$ cat src/rtl/regfile_wr_if.sv
// Writeback bus between the two requesters and the register-file write arbiter.
// The master side drives requests; the slave side returns grants and the write port.
interface regfile_wr_if #(
   parameter int DATA_W = 32,
   parameter int ADDR_W = 5
);
   logic              req0_valid;
   logic [ADDR_W-1:0] req0_addr;
   logic [DATA_W-1:0] req0_data;
   logic              req0_ready;
   logic              req1_valid;
   logic [ADDR_W-1:0] req1_addr;
   logic [DATA_W-1:0] req1_data;
   logic              req1_ready;
   logic              wr_en;
   logic [ADDR_W-1:0] wr_addr;
   logic [DATA_W-1:0] wr_data;
   logic              wr_sel;

   modport master (
      output req0_valid, req0_addr, req0_data,
      output req1_valid, req1_addr, req1_data,
      input  req0_ready, req1_ready,
      input  wr_en, wr_addr, wr_data, wr_sel
   );

   modport slave (
      input  req0_valid, req0_addr, req0_data,
      input  req1_valid, req1_addr, req1_data,
      output req0_ready, req1_ready,
      output wr_en, wr_addr, wr_data, wr_sel
   );
endinterface

$ cat src/rtl/regfile_wr_arbiter.sv
// Round-robin arbiter sharing one register-file write port between the ALU (rd)
// and load (rt) writeback paths, with a registered write port and contention counter.
module regfile_wr_arbiter #(
   parameter int DATA_W = 32,
   parameter int ADDR_W = 5,
   parameter int CNT_W  = 8
) (
   input  logic             clk,
   input  logic             reset,
   input  logic             stall,
   regfile_wr_if.slave      bus,
   output logic [CNT_W-1:0] contend_cnt
);

   logic              grant0;
   logic              grant1;
   logic              contend;

   logic              wr_en_q,      wr_en_d;
   logic [ADDR_W-1:0] wr_addr_q,    wr_addr_d;
   logic [DATA_W-1:0] wr_data_q,    wr_data_d;
   logic              wr_sel_q,     wr_sel_d;
   logic              last_grant_q, last_grant_d;
   logic [CNT_W-1:0]  cnt_q,        cnt_d;

   // Grants are suppressed during reset so pending requests never slip through.
   always_comb begin
      // NOTE: every combinational output gets a default first so no latch is inferred.
      grant0 = 1'b0;
      grant1 = 1'b0;
      if (!reset && !stall) begin
         if (bus.req0_valid && bus.req1_valid) begin
            grant0 = last_grant_q;
            grant1 = !last_grant_q;
         end else begin
            grant0 = bus.req0_valid;
            grant1 = bus.req1_valid;
         end
      end
   end

   assign contend = !reset && !stall && bus.req0_valid && bus.req1_valid;

   always_comb begin
      wr_en_d      = 1'b0;
      wr_addr_d    = wr_addr_q;
      wr_data_d    = wr_data_q;
      wr_sel_d     = wr_sel_q;
      last_grant_d = last_grant_q;
      cnt_d        = cnt_q;
      // Register $0 is hardwired: the handshake completes but the write is masked.
      if (grant0) begin
         wr_en_d      = |bus.req0_addr;
         wr_addr_d    = bus.req0_addr;
         wr_data_d    = bus.req0_data;
         wr_sel_d     = 1'b0;
         last_grant_d = 1'b0;
      end else if (grant1) begin
         wr_en_d      = |bus.req1_addr;
         wr_addr_d    = bus.req1_addr;
         wr_data_d    = bus.req1_data;
         wr_sel_d     = 1'b1;
         last_grant_d = 1'b1;
      end
      if (contend && (cnt_q != {CNT_W{1'b1}})) begin
         cnt_d = cnt_q + CNT_W'(1);
      end
   end

   // last_grant resets to 1 so requester 0 wins the first tie.
   always_ff @(posedge clk) begin
      // NOTE: sequential state uses non-blocking assignments to avoid simulation races.
      if (reset) begin
         wr_en_q      <= 1'b0;
         wr_addr_q    <= '0;
         wr_data_q    <= '0;
         wr_sel_q     <= 1'b0;
         last_grant_q <= 1'b1;
         cnt_q        <= '0;
      end else begin
         wr_en_q      <= wr_en_d;
         wr_addr_q    <= wr_addr_d;
         wr_data_q    <= wr_data_d;
         wr_sel_q     <= wr_sel_d;
         last_grant_q <= last_grant_d;
         cnt_q        <= cnt_d;
      end
   end

   assign bus.req0_ready = grant0;
   assign bus.req1_ready = grant1;
   assign bus.wr_en      = wr_en_q;
   assign bus.wr_addr    = wr_addr_q;
   assign bus.wr_data    = wr_data_q;
   assign bus.wr_sel     = wr_sel_q;
   assign contend_cnt    = cnt_q;

endmodule

$ cat src/flat_wrapper.sv
// flat-port wrapper written by rule: the top's interface ports become plain ports
module regfile_wr_arbiter_flat 
#(
   parameter int DATA_W = 32,
   parameter int ADDR_W = 5,
   parameter int CNT_W  = 8
)
  (clk, reset, stall, contend_cnt, bus_req0_valid, bus_req0_addr, bus_req0_data, bus_req1_valid, bus_req1_addr, bus_req1_data, bus_req0_ready, bus_req1_ready, bus_wr_en, bus_wr_addr, bus_wr_data, bus_wr_sel);
  regfile_wr_if #(.DATA_W(DATA_W), .ADDR_W(ADDR_W)) bus_i ();
  input  logic clk;
  input  logic reset;
  input  logic stall;
  output logic [CNT_W-1:0] contend_cnt;
  input wire logic [$bits(bus_i.req0_valid)-1:0] bus_req0_valid;
  input wire logic [$bits(bus_i.req0_addr)-1:0] bus_req0_addr;
  input wire logic [$bits(bus_i.req0_data)-1:0] bus_req0_data;
  input wire logic [$bits(bus_i.req1_valid)-1:0] bus_req1_valid;
  input wire logic [$bits(bus_i.req1_addr)-1:0] bus_req1_addr;
  input wire logic [$bits(bus_i.req1_data)-1:0] bus_req1_data;
  output wire logic [$bits(bus_i.req0_ready)-1:0] bus_req0_ready;
  output wire logic [$bits(bus_i.req1_ready)-1:0] bus_req1_ready;
  output wire logic [$bits(bus_i.wr_en)-1:0] bus_wr_en;
  output wire logic [$bits(bus_i.wr_addr)-1:0] bus_wr_addr;
  output wire logic [$bits(bus_i.wr_data)-1:0] bus_wr_data;
  output wire logic [$bits(bus_i.wr_sel)-1:0] bus_wr_sel;
  assign bus_i.req0_valid = bus_req0_valid;
  assign bus_i.req0_addr = bus_req0_addr;
  assign bus_i.req0_data = bus_req0_data;
  assign bus_i.req1_valid = bus_req1_valid;
  assign bus_i.req1_addr = bus_req1_addr;
  assign bus_i.req1_data = bus_req1_data;
  assign bus_req0_ready = bus_i.req0_ready;
  assign bus_req1_ready = bus_i.req1_ready;
  assign bus_wr_en = bus_i.wr_en;
  assign bus_wr_addr = bus_i.wr_addr;
  assign bus_wr_data = bus_i.wr_data;
  assign bus_wr_sel = bus_i.wr_sel;
  regfile_wr_arbiter #(.DATA_W(DATA_W), .ADDR_W(ADDR_W), .CNT_W(CNT_W)) u_core (.clk(clk), .reset(reset), .stall(stall), .bus(bus_i), .contend_cnt(contend_cnt));
endmodule
$ cat config.mk
export PLATFORM = sky130hd
export DESIGN_NAME = regfile_wr_arbiter_flat
export DESIGN_NICKNAME = d
export VERILOG_FILES = /design/src/rtl/regfile_wr_if.sv /design/src/rtl/regfile_wr_arbiter.sv /design/src/flat_wrapper.sv
export SDC_FILE = /design/constraint.sdc
export NUM_CORES = 1
export LEC_CHECK = 0
export ABC_AREA = 1
export BUFFER_PORTS_ARGS = -buffer_cell sky130_fd_sc_hd__buf_2
export CORE_UTILIZATION = 44
export CTS_CLUSTER_SIZE = 25
export DETAILED_ROUTE_END_ITERATION = 6
export GPL_TIMING_DRIVEN = 0
export PLACE_DENSITY_LB_ADDON = 0.3
export SLEW_MARGIN = 20
export SYNTH_ARGS = -nofsm -noshare
export SYNTH_HDL_FRONTEND = slang
export SYNTH_SLANG_ARGS = --single-unit
$ cat constraint.sdc
create_clock -name clk -period 1.8 [get_ports clk]
set_input_delay 0.45 -clock clk [delete_from_list [all_inputs] [get_ports clk]]
set_output_delay 0.45 -clock clk [all_outputs]
set_load 0.02 [all_outputs]
## Word-level counts from Yosys, hierarchy flattened

Index checks and enable logic that the tools add are counted.

| word-level totals | value |
|---|---|
| bits in registers | 48 |
| input port bits | 79 |
| logic and storage cells | 32 |
| bits in latches | 0 |
| RAM bits | 0 |
| output and inout port bits | 49 |
| memory bits (read-only) | 0 |
| memories | 0 |

| operators by class | value |
|---|---|
| add/subtract/negate cells | 1 |
| bitwise logic cells | 0 |
| equality and inequality tests | 1 |
| shift operators | 0 |
| divide/modulo/power cells | 0 |
| reductions and logical operators | 12 |
| $mul | 0 |
| muxes and demuxes | 12 |
| magnitude comparators | 0 |

Operator list:

| kind | count |
|---|---|
| $mux 32 | 2 |
| $mux 5 | 2 |
| $reduce_or 5->1 | 2 |
| $add 8x1->8 const B | 1 |
| $mux 1 | 8 |
| $ne 8x8->1 const B | 1 |
| $logic_and 1x1->1 | 5 |
| $logic_not 1->1 | 3 |
| $reduce_bool 2->1 | 1 |
| $reduce_or 2->1 | 1 |

## Logic depth before layout (Yosys ltp)

Gate-level depths: netlist of run 1.

| depth | value |
|---|---|
| depth after elaboration | 5 |
| mapped depth | 9 |
| depth with buffers taken out | 9 |

## Least setup slack after synthesis of run 1

No wires, ideal clock.

| timing path | value |
|---|---|
| kind | input -> output |
| start point | input stall |
| end point | output bus_req1_ready |
| buffers on the path | 0 |
| arrival time | 1.164 ns |
| slack | 0.186 ns |
| required time | 1.350 ns |
| stages on the path | 3 |
| cells stage by stage | nor2_4 -> nand2_1 -> a21oi_1 |

| between the ends | value |
|---|---|
| word-level cells in the longest chain between the ends | 3 |

Ends and longest elaborated chain:

| element | line | text |
|---|---|---|
| start: declaration | flat_wrapper.sv:12 | `input logic stall;` |
| $logic_not 1->1 | regfile_wr_arbiter.sv:31 | `if (!reset && !stall) begin` |
| $logic_and 1x1->1 | regfile_wr_arbiter.sv:31 |  |
| $mux 1 | regfile_wr_arbiter.sv:31 |  |
| end: declaration | flat_wrapper.sv:21 | `output wire logic [$bits(bus_i.req1_ready)-1:0] bus_req1_ready;` |

No other way between the ends.

## Final worst setup path of run 1

| timing path | value |
|---|---|
| start point | input reset |
| end point | output bus_req1_ready |

| between the ends | value |
|---|---|
| word-level cells in the longest chain between the ends | 3 |

Ends and longest elaborated chain:

| element | line | text |
|---|---|---|
| start: declaration | flat_wrapper.sv:11 | `input logic reset;` |
| $logic_not 1->1 | regfile_wr_arbiter.sv:31 |  |
| $logic_and 1x1->1 | regfile_wr_arbiter.sv:31 |  |
| $mux 1 | regfile_wr_arbiter.sv:31 |  |

No other way between the ends.

==> results.cfg, run 1 <==
[detailed_routing]
routedWlPerCell_um = 11.3
drtPass1Iterations = 4
drcViolationCount = 0
antenna_left = 0
vias = 2543
wirelength_mm = 5.98
via_per_inst = 4.83
drt_iter0_drc = 106

[global_route]
grt_pass1_wl_mm = 9.34
grt_pass1_vias = 2212
grt_start_max_net_pins = 20
overflow = 0
antenna_found_initial = 0
grt_usage = 0.216

[worst_hold_path]
worstHoldStart = bus_req0_data[9]
hold_path_class = input port to flip-flop

[logic_synthesis]
synth_top_family_by_area = simple AND/OR/NAND/NOR gates
synth_most_common_cell = nand2_1
synth.top_cells.by_count = nand2_1 (74), dfxtp_1 (48), nand3_1 (40)
synthAdderAreaFrac = 0.00543
synthesis.area_sq_um = 2300
synthXorXnorAreaFrac = 0.0114
synth-seq-cells = 48
postSynthAreaPerCell_sq_um = 7.04
async_flop_share = 0
synthSimpleGateAreaFrac = 0.293
ys_types = 25
synth.area.top_cells = dfxtp_1 (42%), nand2_1 (12%), nand3_1 (8.7%), o21ai_1 (6.1%), nor2_1 (6.0%)
synth_top_area_share = 0.417
ys_seq_area_frac = 0.417
synth_compound_area_frac = 0.175
synth_top_cell_by_area = dfxtp_1
synthCells = 327
synth_edf_count = 0
synth_top_flop_cell = dfxtp_1
synth_warnings = 0
yosys-mux-area-fraction = 0
synth_nets = 407

[sta]
layout_setup_ws_ns = 0.0963
slew_headroom = 0.695
finalHoldViolations = 0
period_share = 0.946
hold_slack_ns = 0.398
slew_violations = 0
tightest_slew_ns = 0.458
finClkSkew_ns = 0.00816
tns_ns = 0
fin_crit_ns = 1.70
rsz0062_at_grt = no
max_freq_mhz = 587
timing.final.setup_violations = 0

[worst_setup_path]
cp-startpoint = reset
critPathRequiredTime_ns = 1.35
critPathLaunchType = input port
crit_path_end_kind = primary output
r2r-start = u_core.contend_cnt[0]
critPathKind = input port to primary output
critPathMaxFanout = 6
cp.arrival_ns = 1.25

[die]
die_y_um = 74.3
fp-row-count = 25
die-area_sq_um = 5530
core_area_sq_um = 4880
die_w_um = 74.3
initial_core_util = 0.472
io_pins = 128

[power_and_ir_drop]
p_int_mw = 1.69
total_power_mw = 2.36
p_sw_mw = 0.668
clkPwrFrac = 0.286
ir_drop_uv = 374
p_seq_frac = 0.500
cellLeakagePower_nw = 1.65
combPwrFrac = 0.214
switching_share = 0.283
power.density_nw_per_um2 = 753

[clock_tree]
cts_tree = done
cts_root_buffer = clkbuf_8
clk_pin_slew_worst_paths_ns = 0.09
clkLatencyLatePin_ns = 0.29
cts_num_sinks = 48
cts_buffers = 5
clk_path_buf_depth = 2
cts_hold_buf = 0
cts_max_level = 2

[final_layout]
drive_gt1_frac = 0.343
areaGrowthSynthToFinish_pct = 36.1
fin_area_sq_um = 3130
antenna_cells = 0
final_nets = 540

[run]
maxCapViolCount = 0

[placement]
dp_hpwl_mm = 4.63
dp_slack_ns = -0.100
place.gp.congestion = 0.800
dpl_cell_area_sq_um = 3020
io_buffers = 127

[outcome]
status = completed
==> placed cells by master, fill, tap and decap left out <==
cell type | synthesis | final
o21ai_1 | 28 | 28
inv_8 | 0 | 1
buf_6 | 2 | 2
nor2_1 | 37 | 37
buf_4 | 7 | 6
a21oi_4 | 0 | 1
nand2_1 | 74 | 73
inv_1 | 25 | 25
o21ba_2 | 1 | 1
inv_2 | 3 | 2
dfxtp_2 | 0 | 1
o21ai_0 | 19 | 19
o211ai_1 | 2 | 2
xor2_1 | 3 | 3
nor2_4 | 1 | 1
nand3_4 | 1 | 1
nand2_4 | 1 | 1
buf_2 | 5 | 132
ha_1 | 1 | 1
nand4_1 | 1 | 1
nand3_1 | 40 | 40
clkbuf_1 | 4 | 4
nand2_2 | 1 | 2
clkbuf_8 | 0 | 7
o21a_1 | 15 | 15
nor4_1 | 1 | 1
a21oi_1 | 6 | 5
clkinv_1 | 1 | 1
dfxtp_1 | 48 | 47
==> what timing repair did <==
| item | 4_1_cts | 5_1_grt |
|---|---|---|
| setup buffers | 0 | 0 |
| gates resized for setup | 2 | 5 |
| endpoints found under the setup margin | 2 | 2 |
==> per-layer routing <==
layer / share of wire / routed length (um) / track usage
met1: 0.44 / 2630 / 0.261
met2: 0.48 / 2850 / 0.372
met3: 0.065 / 390 / 0.0474
met4: 0.018 / 109 / 0.0881
met5: 0 / 0 / 0
==> sequential cells by signal, indices dropped and copies added (netlist names) <==
register	cells
u_core.bus.wr_en	1
u_core.bus.wr_addr	5
u_core.last_grant_q	1
u_core.bus.wr_sel	1
u_core.contend_cnt	8
u_core.bus.wr_data	32
==> cell type report <==
| type | count | area, sq um |
|---|---|---|
| plain buffers | 17 | 108 |
| clock buffers | 7 | 96.3 |
| fillers | 481 | 1750 |
| inverters | 29 | 116 |
| multi-input cells | 232 | 1130 |
| flip-flops and latches | 48 | 962 |
| well taps | 67 | 83.8 |
| repair buffers | 127 | 636 |
==> cell families after synthesis <==
family / count (synthesis)
AO/OA/AOI/OAI: 71
adder cells (fa/ha/maj): 1
AND/OR/NAND/NOR: 157
flip-flops: 48
XOR/XNOR: 3
buffers and inverters: 47
==> power groups by stage <==
stage / clock network (mW) / logic, mW / registers, mW
finish: 0.675 / 0.504 / 1.18
CTS: 0.701 / 0.505 / 1.18
detailed placement: 0 / 0.505 / 1.20
floorplan: 0 / 0.198 / 1.30
global placement: 0 / 0.500 / 1.20
global route: 0.738 / 0.558 / 1.19
==> stage by stage <==
stage	instances	utilization
6_report	527	0.642
5_1_grt	527	0.642
4_1_cts	527	0.639
3_5_place_dp	521	0.619
3_3_place_gp	521	0.619
2_1_floorplan	327	-
==> final timing paths <==
check	end	slack (ns)	cells after the start
min	u_core.bus.wr_data[9]	0.40	3
min reg2reg	u_core.bus.wr_data[10]	0.47	2
max reg2reg	u_core.contend_cnt[0]	0.31	9
max	bus_req1_ready	0.1	5
==> critical path, cell delays in order <==
cell	delay (ns)
buf_2	0.15
nor2_4	0.17
nand2_2	0.12
a21oi_4	0.17
buf_2	0.20
(Power assumes the default switching activity.)
==> inputs of run 2 (changes only) <==
--- a/config.mk
+++ b/config.mk
@@ -11,7 +11,7 @@
 export CTS_CLUSTER_SIZE = 25
 export DETAILED_ROUTE_END_ITERATION = 6
 export GPL_TIMING_DRIVEN = 0
-export PLACE_DENSITY_LB_ADDON = 0.3
+export PLACE_DENSITY = 0.8
 export SLEW_MARGIN = 20
 export SYNTH_ARGS = -nofsm -noshare
 export SYNTH_HDL_FRONTEND = slang
==> run 2 against run 1 <==
Via count grew 0.94%. Fmax fell by 2.9%. Global-route usage rose by 0.20 points. Register-to-register slack better by 0.02 ns. Clock power rose by 13%. Design area rose by 0.96%. Setup slack worse by 0.051 ns. Utilization rose by 0.62 points. Combinational power increased by 2%. Clock skew decreased by 0.0051 ns. First-iteration DRC count increased by 7.5%. Critical path type unchanged.
==> results.cfg, run 2 (synthesis results as in run 1) <==
[worst_setup_path]
cp.arrival_ns = 1.30
rrSetupSlack_ns = 0.33
cp.buffers_inverters = 2
slowest_delay_ns = 0.23
critPathRequiredTime_ns = 1.35
critPathKind = input port to primary output
cp_slowest_cell = a21oi_2
crit_family = buffers and inverters
critPathLaunchType = input port
crit_chain = buf_2, nor2_4, nand2_1, a21oi_2, buf_4
critPathMaxFanout = 6
crit_path_end_kind = primary output

[global_route]
antenna_found_initial = 0
use_met2 = 0.369
grt_pass1_wl_mm = 9.34
use_met1 = 0.273
grt_pass1_vias = 2118
top_usage_layer = met2
use_met3 = 0.0610
grt_usage = 0.218
grt_start_max_net_pins = 15
overflow = 0

[final_layout]
layout_commonest_cell = buf_2
final_util = 0.648
stdcell_count = 531
areaGrowthSynthToFinish_pct = 37.4
largest_reg_flops = 32
fin_area_sq_um = 3160
antenna_cells = 0
multiInputGateArea_sq_um = 1120
final_nets = 543
drive_gt1_frac = 0.345
fillers = 474
final_cell_mix = buf_2 (130), nand2_1 (74), dfxtp_1 (47), nand3_1 (40), nor2_1 (37)
seqCellArea_sq_um = 962

[sta]
timing.final.setup_violations = 0
fin_crit_ns = 1.75
slew_violations = 0
finClkSkew_ns = 0.00305
tightest_slew_ns = 0.448
tns_ns = 0
max_freq_mhz = 570
finalHoldViolations = 0
period_share = 0.975
layout_setup_ws_ns = 0.0450
slew_headroom = 0.701

[die]
die-area_sq_um = 5530
core_area_sq_um = 4880
initial_core_util = 0.472
fp-row-count = 25
die_y_um = 74.3
die_w_um = 74.3
io_pins = 128

[power_and_ir_drop]
ir_drop_uv = 410
combPwrFrac = 0.208
clkPwrFrac = 0.312
p_seq_frac = 0.480
switching_share = 0.281
p_sw_mw = 0.690
power.density_nw_per_um2 = 776
cellLeakagePower_nw = 1.67
p_int_mw = 1.76

[detailed_routing]
wirelength_mm = 6.13
drtPass1Iterations = 4
antenna_left = 0
via_per_inst = 4.83
drt_iter0_drc = 114
vias = 2567
drcViolationCount = 0
routedWlPerCell_um = 11.6

[clock_tree]
cts_max_level = 2
cts_tree = done
cts_root_buffer = clkbuf_8
clkLatencyLatePin_ns = 0.29
cts_hold_buf = 0
clk_pin_slew_worst_paths_ns = 0.09
clk_path_buf_depth = 2
cts_num_sinks = 48
cts_buffers = 5

[placement]
place.gp.congestion = 0.767
dp_hpwl_mm = 4.66
dp_slack_ns = -0.0413
dpl_cell_area_sq_um = 3020
dp_cells = 521
io_buffers = 127

[worst_hold_path]
hold_path_class = input port to flip-flop

[run]
maxCapViolCount = 0

[outcome]
status = completed
run 2: cell types whose count changed in the layout (fill, tap and decap cells not counted), sizes merged:
cell / delta
buf: +3
bufinv: +1
clkbuf: -1
clkinv: +1
run 2: area by class of cell:
class | instances | share of cell area
clock inverter | 2 | 0.0111
sequential | 48 | 0.304
buffer | 18 | 0.0376
tap | 67 | 0.0265
timing repair buffer | 129 | 0.207
clock buffer | 6 | 0.0229
multi-input combinational | 232 | 0.354
inverter | 29 | 0.0360
run 2: metal layers:
| metal | routed length [um] | vias up |
|---|---|---|
| li1 | - | 1332 |
| met4 | 26 | 0 |
| met1 | 2740 | 1140 |
| met5 | 0 | - |
| met2 | 2950 | 93 |
| met3 | 419 | 2 |
run 2: per-stage QoR:
step / power (mW) / hold WS (ns)
3_5_place_dp: 1.71 / 0.465
3_3_place_gp: 1.70 / 0.457
4_1_cts: 2.47 / 0.391
5_1_grt: 2.59 / 0.399
2_1_floorplan: 1.50 / 0.454
6_report: 2.46 / 0.397
run 2: worst paths after layout:
check                         start                      to  cells after the start
max                           reset          bus_req1_ready                      5
min               bus_req0_data[19]  u_core.bus.wr_data[19]                      3
max reg2reg   u_core.contend_cnt[0]   u_core.contend_cnt[0]                      9
min reg2reg  u_core.bus.wr_data[21]  u_core.bus.wr_data[21]                      2
run 2: repair_timing:
| action | 4_1_cts | 5_1_grt |
|---|---|---|
| cloned | 0 | 0 |
| setup endpoints to repair | 2 | 2 |
| resized for setup | 3 | 4 |
| buffers inserted | 0 | 2 |
| pin swaps | 0 | 0 |
run 2: power groups by stage:
stage / logic (mW) / registers (mW) / clock network (mW)
after floorplan: 0.198 / 1.30 / 0
after global placement: 0.500 / 1.20 / 0
after detailed placement: 0.507 / 1.20 / 0
after CTS: 0.511 / 1.18 / 0.787
after global routing: 0.566 / 1.19 / 0.834
final: 0.512 / 1.18 / 0.766
run 2: worst register-to-register path: stages, from the launching register on:
cell,delay (ns)
dfxtp_1,0.40
ha_1,0.21
nand2_1,0.08
nor2_1,0.18
nand2_1,0.11
nand2_2,0.15
inv_2,0.09
nand2_1,0.07
nand2_1,0.04
nor2_1,0.08
